### config.mk
export PLATFORM = sky130hd
export DESIGN_NAME = instr_fetch_unit
export DESIGN_NICKNAME = d
export VERILOG_FILES = /design/src/rtl/instr_fetch_unit_pkg.sv /design/src/rtl/instr_fetch_unit.sv
export SDC_FILE = /design/constraint.sdc
export NUM_CORES = 1
export LEC_CHECK = 0
export BUFFER_PORTS_ARGS = -buffer_cell sky130_fd_sc_hd__clkbuf_2
export CAP_MARGIN = 5
export CORE_MARGIN = 2
export CORE_UTILIZATION = 35
export CTS_CLUSTER_SIZE = 14
export DETAILED_ROUTE_END_ITERATION = 12
export MAX_ROUTING_LAYER = met4
export PLACE_DENSITY_LB_ADDON = 0.1
export SETUP_SLACK_MARGIN = 0.05
export SLEW_MARGIN = 25
export SYNTH_ARGS = -nofsm -noshare
export SYNTH_HDL_FRONTEND = slang
export SYNTH_SLANG_ARGS = --single-unit
### constraint.sdc
create_clock -name clk -period 1.5 [get_ports clk]
set_clock_uncertainty 0.05 [all_clocks]
set_input_delay 0.075 -clock clk [delete_from_list [all_inputs] [get_ports clk]]
set_output_delay 0.075 -clock clk [all_outputs]
set_load 0.02 [all_outputs]
### src/rtl/instr_fetch_unit_pkg.sv
// Shared definitions for the instruction fetch unit.
//   fetch_state_t : fetch FSM encoding (RUN / HALTED)
//   IFU_ADDR_W    : default instruction memory address width (word addressed)
//   IFU_INSTR_W   : default instruction width
//   HALT_WORD     : word value that marks unprogrammed memory
package instr_fetch_unit_pkg;

  localparam int IFU_ADDR_W  = 5;
  localparam int IFU_INSTR_W = 32;

  localparam logic [IFU_INSTR_W-1:0] HALT_WORD = '0;

  typedef enum logic {
    RUN    = 1'b0,
    HALTED = 1'b1
  } fetch_state_t;

endpackage

### src/rtl/instr_fetch_unit.sv
// Instruction fetch unit: owns the program counter, drives the address of a
// combinational instruction memory and captures the returned word into a
// registered valid/ready stage feeding decode. Supports branch redirect,
// back-pressure and halting on an all-zero (unprogrammed) word.
//
// Ports:
//   clk, rst_n      clock, asynchronous active-low reset
//   imem_addr       address to instruction memory (always the PC)
//   imem_instr      combinational read data for imem_addr
//   redirect_valid  load redirect_pc as the new PC (branch/jump/restart)
//   redirect_pc     redirect target
//   out_valid       out_instr/out_pc hold a word for decode
//   out_ready       decode accepts the word this cycle
//   out_instr       fetched instruction
//   out_pc          address the instruction came from
//   halted          fetch FSM is in HALTED
//   fetch_count     words delivered to the out stage, saturating
//
// State  | meaning
// RUN    | fetching one word per cycle when the out stage can take it
// HALTED | zero word seen; PC frozen, no fetch until a redirect
module instr_fetch_unit
  import instr_fetch_unit_pkg::*;
#(
  parameter int                 ADDR_W       = IFU_ADDR_W,
  parameter int                 INSTR_W      = IFU_INSTR_W,
  parameter logic [ADDR_W-1:0]  RESET_PC     = '0,
  parameter bit                 HALT_ON_ZERO = 1'b1,
  parameter int                 CNT_W        = 16
) (
  input  logic               clk,
  input  logic               rst_n,
  output logic [ADDR_W-1:0]  imem_addr,
  input  logic [INSTR_W-1:0] imem_instr,
  input  logic               redirect_valid,
  input  logic [ADDR_W-1:0]  redirect_pc,
  output logic               out_valid,
  input  logic               out_ready,
  output logic [INSTR_W-1:0] out_instr,
  output logic [ADDR_W-1:0]  out_pc,
  output logic               halted,
  output logic [CNT_W-1:0]   fetch_count
);

  fetch_state_t       state_q, state_d;
  logic [ADDR_W-1:0]  pc_q, pc_d;
  logic               valid_q, valid_d;
  logic [INSTR_W-1:0] instr_q, instr_d;
  logic [ADDR_W-1:0]  opc_q, opc_d;
  logic [CNT_W-1:0]   cnt_q, cnt_d;
  logic               can_fetch;
  logic               is_halt_word;

  assign imem_addr   = pc_q;
  assign out_valid   = valid_q;
  assign out_instr   = instr_q;
  assign out_pc      = opc_q;
  assign halted      = (state_q == HALTED);
  assign fetch_count = cnt_q;

  // A new word may enter the out stage when the held one leaves this cycle.
  assign can_fetch    = (state_q == RUN) && (!valid_q || out_ready);
  assign is_halt_word = HALT_ON_ZERO && (imem_instr == INSTR_W'(HALT_WORD));

  always_comb begin
    state_d = state_q;
    pc_d    = pc_q;
    valid_d = valid_q;
    instr_d = instr_q;
    opc_d   = opc_q;
    cnt_d   = cnt_q;
    if (redirect_valid) begin
      // Any held word is discarded; the memory word read this cycle is ignored.
      state_d = RUN;
      pc_d    = redirect_pc;
      valid_d = 1'b0;
    end else if (can_fetch) begin
      if (is_halt_word) begin
        state_d = HALTED;
        valid_d = 1'b0;
      end else begin
        instr_d = imem_instr;
        opc_d   = pc_q;
        valid_d = 1'b1;
        pc_d    = pc_q + 1'b1;
        if (cnt_q != '1) begin
          cnt_d = cnt_q + 1'b1;
        end
      end
    end else if (valid_q && out_ready) begin
      // Only reachable in HALTED, where out_valid is already low; kept for safety.
      valid_d = 1'b0;
    end
  end

  always_ff @(posedge clk or negedge rst_n) begin
    if (!rst_n) begin
      state_q <= RUN;
      pc_q    <= RESET_PC;
      valid_q <= 1'b0;
      instr_q <= '0;
      opc_q   <= '0;
      cnt_q   <= '0;
    end else begin
      state_q <= state_d;
      pc_q    <= pc_d;
      valid_q <= valid_d;
      instr_q <= instr_d;
      opc_q   <= opc_d;
      cnt_q   <= cnt_d;
    end
  end

endmodule
After elaboration in Yosys (flattened, before gate mapping)
Cells that the tools add are included.
{"block": "totals", "ff_bits": 60, "latch_bits": 0, "ram_bits": 0, "mem_bits_ro": 0, "input_bits": 41, "output_inout_bits": 60, "elab_cells": 35, "memories": 0}
{"block": "classes", "n_addsub": 2, "mul": 0, "div_mod_pow": 0, "magnitude_cmp": 0, "n_eq_ne": 2, "shifts": 0, "mux": 10, "bitwise_logic": 3, "reduce_logical": 12}
{"cell": "zero test 32 bit", "n": 1}
{"cell": "adder 16 x 1 -> 16 bit (second input constant)", "n": 1}
{"cell": "!= test 16 bit (second input constant)", "n": 1}
{"cell": "2-to-1 mux 5 bit", "n": 3}
{"cell": "2-to-1 mux 1 bit", "n": 7}
{"cell": "adder 5 x 1 -> 5 bit (second input constant)", "n": 1}
{"cell": "AND reduction 2 bit", "n": 2}
{"cell": "AND reduction 4 bit", "n": 1}
{"cell": "nonzero test 2 bit", "n": 2}
{"cell": "inverter 1 bit", "n": 3}
{"cell": "AND reduction 3 bit", "n": 1}
{"cell": "nonzero test 3 bit", "n": 1}
{"cell": "logical AND 1 bit", "n": 2}
{"cell": "!= test 2 bit (second input constant)", "n": 1}
{"cell": "zero test 1 bit", "n": 1}
{"cell": "logical OR 1 bit", "n": 1}

Depth between registers and ports, before layout
{"block": "logic_depth", "word_depth": 5, "mapped_depth": 7, "depth_no_buf": 5}

Least setup slack after synthesis
Ideal clock, no wire load.
{"block": "synth_path", "kind": "reg2reg", "start": "register cnt_q[7] (netlist: fetch_count[7])", "end": "register cnt_q[13] (netlist: fetch_count[13])", "setup_ps": 138, "arrival_ps": 1577, "required_time_ps": 1312, "path_slack_ps": -265, "path_stages_with_launch": 7, "n_path_buf": 1, "period_less_slack_ps": 1765, "path_cell_list": "dfrtp_1 > nand4_1 > or2_1 > nor3_2 > buf_2 > nor4_1 > xor2_1"}
{"block": "synth_via", "elab_chain_cells": 2, "word_cells_on_any_way": 3, "cone_classes": "add/sub (1); eq/ne (1); reduce/logical (1)"}
{"element": "start, declared", "line": "instr_fetch_unit.sv:50", "rtl": "logic [CNT_W-1:0] cnt_q, cnt_d;"}
{"element": "start signal, assigned", "line": "instr_fetch_unit.sv:110", "rtl": "cnt_q <= cnt_d;"}
{"element": "parallel branches: the longest is 2 deep, another holds adder 16 x 1 -> 16 bit"}
Parallel ways; which one is timed is not known.
A chain may end at the register's enable or synchronous reset.

Worst setup path in the final report
{"block": "layout_path", "start": "register valid_q (netlist: out_valid)", "end": "register cnt_q[11] (netlist: fetch_count[11])"}
{"block": "layout_via", "elab_chain_cells": 4}
{"element": "start, declared", "line": "instr_fetch_unit.sv:47", "rtl": "logic valid_q, valid_d;"}
{"element": "start signal, assigned", "line": "instr_fetch_unit.sv:107", "rtl": "valid_q <= valid_d;"}
{"element": "zero test 1 bit", "line": "instr_fetch_unit.sv:62", "rtl": "assign can_fetch = (state_q == RUN) && (!valid_q || out_ready);"}
{"element": "logical OR 1 bit", "line": "instr_fetch_unit.sv:62"}
{"element": "logical AND 1 bit", "line": "instr_fetch_unit.sv:62"}
{"element": "AND reduction 4 bit (no source line)"}
Every way passes these cells.

==> summary.txt <==
Die
  • I/O Pins: 101
  • Die area: 8470 um^2
  • Die H: 92.0 um
  • Core Region: 7610 um^2
  • Width of the die: 92.0 um
  • Starting density of the core: between 30% and 40%
  • Std cell rows: 32

Pwr
  • Tot Pwr: between 5 and 6 mW
  • Clk pwr share: 28.6%
  • NetSw: 1.87 mW
  • Maximum VDD drop: 0.926 mV
  • Switch share: between 30 and 40%
  • Logic gate share of total power: roughly a third
  • Int Pwr: 3.75 mW
  • Pwr Density: ~1200 nW/um^2
  • Leakage Power: 2.38 nW
  • Seq pwr share: 37.5%

Critical path
  • Crit path max-delay cell type: dfrtp_2
  • Worst path arrival time: 1.84 ns
  • CP max FO: 6
  • Cell breakdown of the critical path: nor2b_4, nor3_4, o21ai_4, buf_6, nor4_4, xnor2_1
  • CP Buf/Inv Count: 1
  • CP required: 1.69 ns
  • Kind of cell with the highest combined delay on the critical path: simple AND/OR/NAND/NOR gates
  • Crit path kind: register to register
  • Slowest Stage Delay on Critical Path: 0.40 ns
  • CP Capture Type: register
  • Nature of the critical path startpoint: register

Clock tree
  • CTS tree: yes
  • Clock latency on the worst-skew pair: roughly 0.34 ns
  • CTS Buf Count: 9
  • H-Tree Depth: 3
  • CTS Root Cell: clkbuf_8
  • # clock sinks: 60
  • CTS max path bufs: 2
  • Register clock-pin slew on the reported worst setup and hold paths: 0.06 ns

Timing
  • Final critical-path required period: 1.65 ns
  • Final worst setup slack: -0.146 ns
  • WHS: between 0.002 and 0.003 ns
  • Endpoints failing hold: 0
  • Setup_tns: -3.49 ns
  • RSZ-0062 raised after global routing: true
  • Final setup violation count: 54
  • Slew headroom: 76.2%
  • Slew @ Worst Pin: 0.355 ns
  • Final Max Slew Viols: 0
  • Max Freq: 608 MHz
  • Tcrit/Tclk final: 110%

Synthesis
  • Largest area contributor in the netlist: dfrtp_1
  • Seq cells post-synth: 60
  • Async S/R FF share, synth: 100%
  • Compound-Gate Fraction of Synth Area: 3.23%
  • EDFF count, synth: 0
  • XOR/XNOR Fraction of Synth Area: 5.17%
  • Cell area after synthesis: 2710 um^2
  • Dominant cells by area after synthesis: dfrtp_1 (55%), nand2_1 (17%), xor2_1 (4.5%)
  • Top_reg_cell synth: dfrtp_1
  • Mean Syn Cell Area: 9.86 um^2
  • Post-synthesis adder-cell area fraction: less than 1%
  • Synth top area share: 55.4%
  • Top cells by count, synth: nand2_1 (120), dfrtp_1 (60), xor2_1 (14), nor4_2 (9)
  • Count of cell types in the netlist: 37
  • Post-synthesis mux area share: 2.54%
  • Largest family of logic cells by synthesized area: simple AND/OR/NAND/NOR gates
  • Synthesized instance count: 275
  • Most common cell in the synthesized netlist: nand2_1
  • Syn_nets: 318
  • Register area share after synthesis: 55.4%
  • Simple-gate share of the synthesized area: 29.8%
  • Synth warnings: 0

Global routing
  • Pin count of the biggest net entering global routing: 61
  • Tot GR Track Use: 19.6%
  • Initial antenna violation count: 0
  • First-pass GRT wire length: roughly 13000 um
  • Vias in the first global route: 2572
  • Met1 Usage GRT: 25.2%
  • GRT met3 Usage: under 10%
  • Met2 track demand over resource: about 31%
  • Total global routing overflow: 0
  • GRT busiest layer: met2

Detailed routing
  • # DRC: 0
  • Wire length per cell: ~13 um
  • DRT iter0 DRCs: a little under 70
  • Pre-antenna DRT Iters: 4
  • Routed vias: 2647
  • Post-route antenna net violation count: 0
  • Routed WL: 7680 um
  • Vias per std cell: 4.50

Place
  • GP Congestion: roughly 0.8
  • Port bufs: 100
  • DPL Wire Length: 5140 um
  • DP Cell Count: about 520
  • Pre-CTS WS: -0.402 ns

Run status
  • Failing checks: setup timing
  • Outcome: finished, violations left

Layout
  • Layout Nets: approximately 520
  • ANT cells: 0
  • Share of layout cells above drive strength 1: 48.4%
  • Area grow syn2layout: 73.2%
  • Final non-filler cell total: roughly 600

Hold path
  • Worst hold path class: input pin to register

Flow run
  • Max cap viols: 0
[metal layers]
metal	part of all wire, %	wire (um)
met4	1.2	89
met1	45	3490
met5	0	0
met2	49	3780
met3	4.2	324
[path summary, 6_finish.rpt]
check                                     from  slack [ns]         endpoint  cells past startpoint
worst min register to register       out_pc[1]        0.42        out_pc[1]                      2
worst min-delay path            redirect_pc[4]       0.003     imem_addr[4]                      3
worst max-delay path                 out_valid       -0.15  fetch_count[11]                      6
max in group asynchronous                rst_n        0.87   fetch_count[1]                      3
min in group asynchronous                rst_n        0.23    out_instr[24]                      3
worst max register to register       out_valid       -0.15  fetch_count[11]                      6
[tightest hold or removal path, cell delays in order]
cell and delay, ns:
clkbuf_2 0.07, mux2i_1 0.06, mux2i_1 0.13
[what timing repair did]
action                                  CTS  global route
endpoints found under the hold margin    93             0
endpoints found under the setup margin   55            58
pin swaps                                17            13
setup buffers                            13             2
hold buffers                             34             0
gates resized for setup                  26            16
[placed cells by master (no fill, tap or decap), types with 5 or more instances in the layout]
master / count
buf_6: 10
dfrtp_2: 11
buf_4: 57
nor4_2: 7
nand3_1: 5
dlygate4sd3_1: 34
nand4_1: 5
clkbuf_2: 100
dfrtp_1: 49
clkbuf_8: 10
nor4_4: 7
nor3_4: 5
nand2_1: 120
xor2_1: 14
[flip-flops by register name (all words and copies together) (netlist names)]
| signal | cells |
|---|---|
| out_valid | 1 |
| imem_addr | 5 |
| halted | 1 |
| out_instr | 32 |
| out_pc | 5 |
| fetch_count | 16 |
[kinds of logic after synthesis]
kind of cell,count (synthesis)
AO/OA/AOI/OAI,12
XOR/XNOR,16
multiplexers,6
flip-flops,60
buffers and inverters,12
adder cells (fa/ha/maj),2
AND/OR/NAND/NOR,167
[power by group through the flow]
stage          sequential (mW)  clock (mW)  combinational (mW)
5_1_grt                   2.15        1.73                2.06
3_3_place_gp              2.12           0                1.70
4_1_cts                   2.11        1.65                1.89
3_5_place_dp              2.12           0                1.72
2_1_floorplan             2.56           0               0.486
6_report                  2.11        1.61                1.91
[final cells by class]
cell class | count | area, um^2
timing repair buffer | 206 | 1470
sequential | 60 | 1520
fill | 660 | 2910
tap | 102 | 128
clock buffer | 12 | 145
clock inverter | 4 | 72.6
inverter | 1 | 3.75
multi-input combinational | 203 | 1370
[per-stage QoR]
stage               utilization (%)  cell area [um^2]
floorplan                         -              2850
global placement               50.3              3830
detailed placement             50.3              3830
CTS                            60.5              4600
global route                   61.7              4700
finish                         61.7              4700
Note: power is estimated with default switching activity, not from simulation.
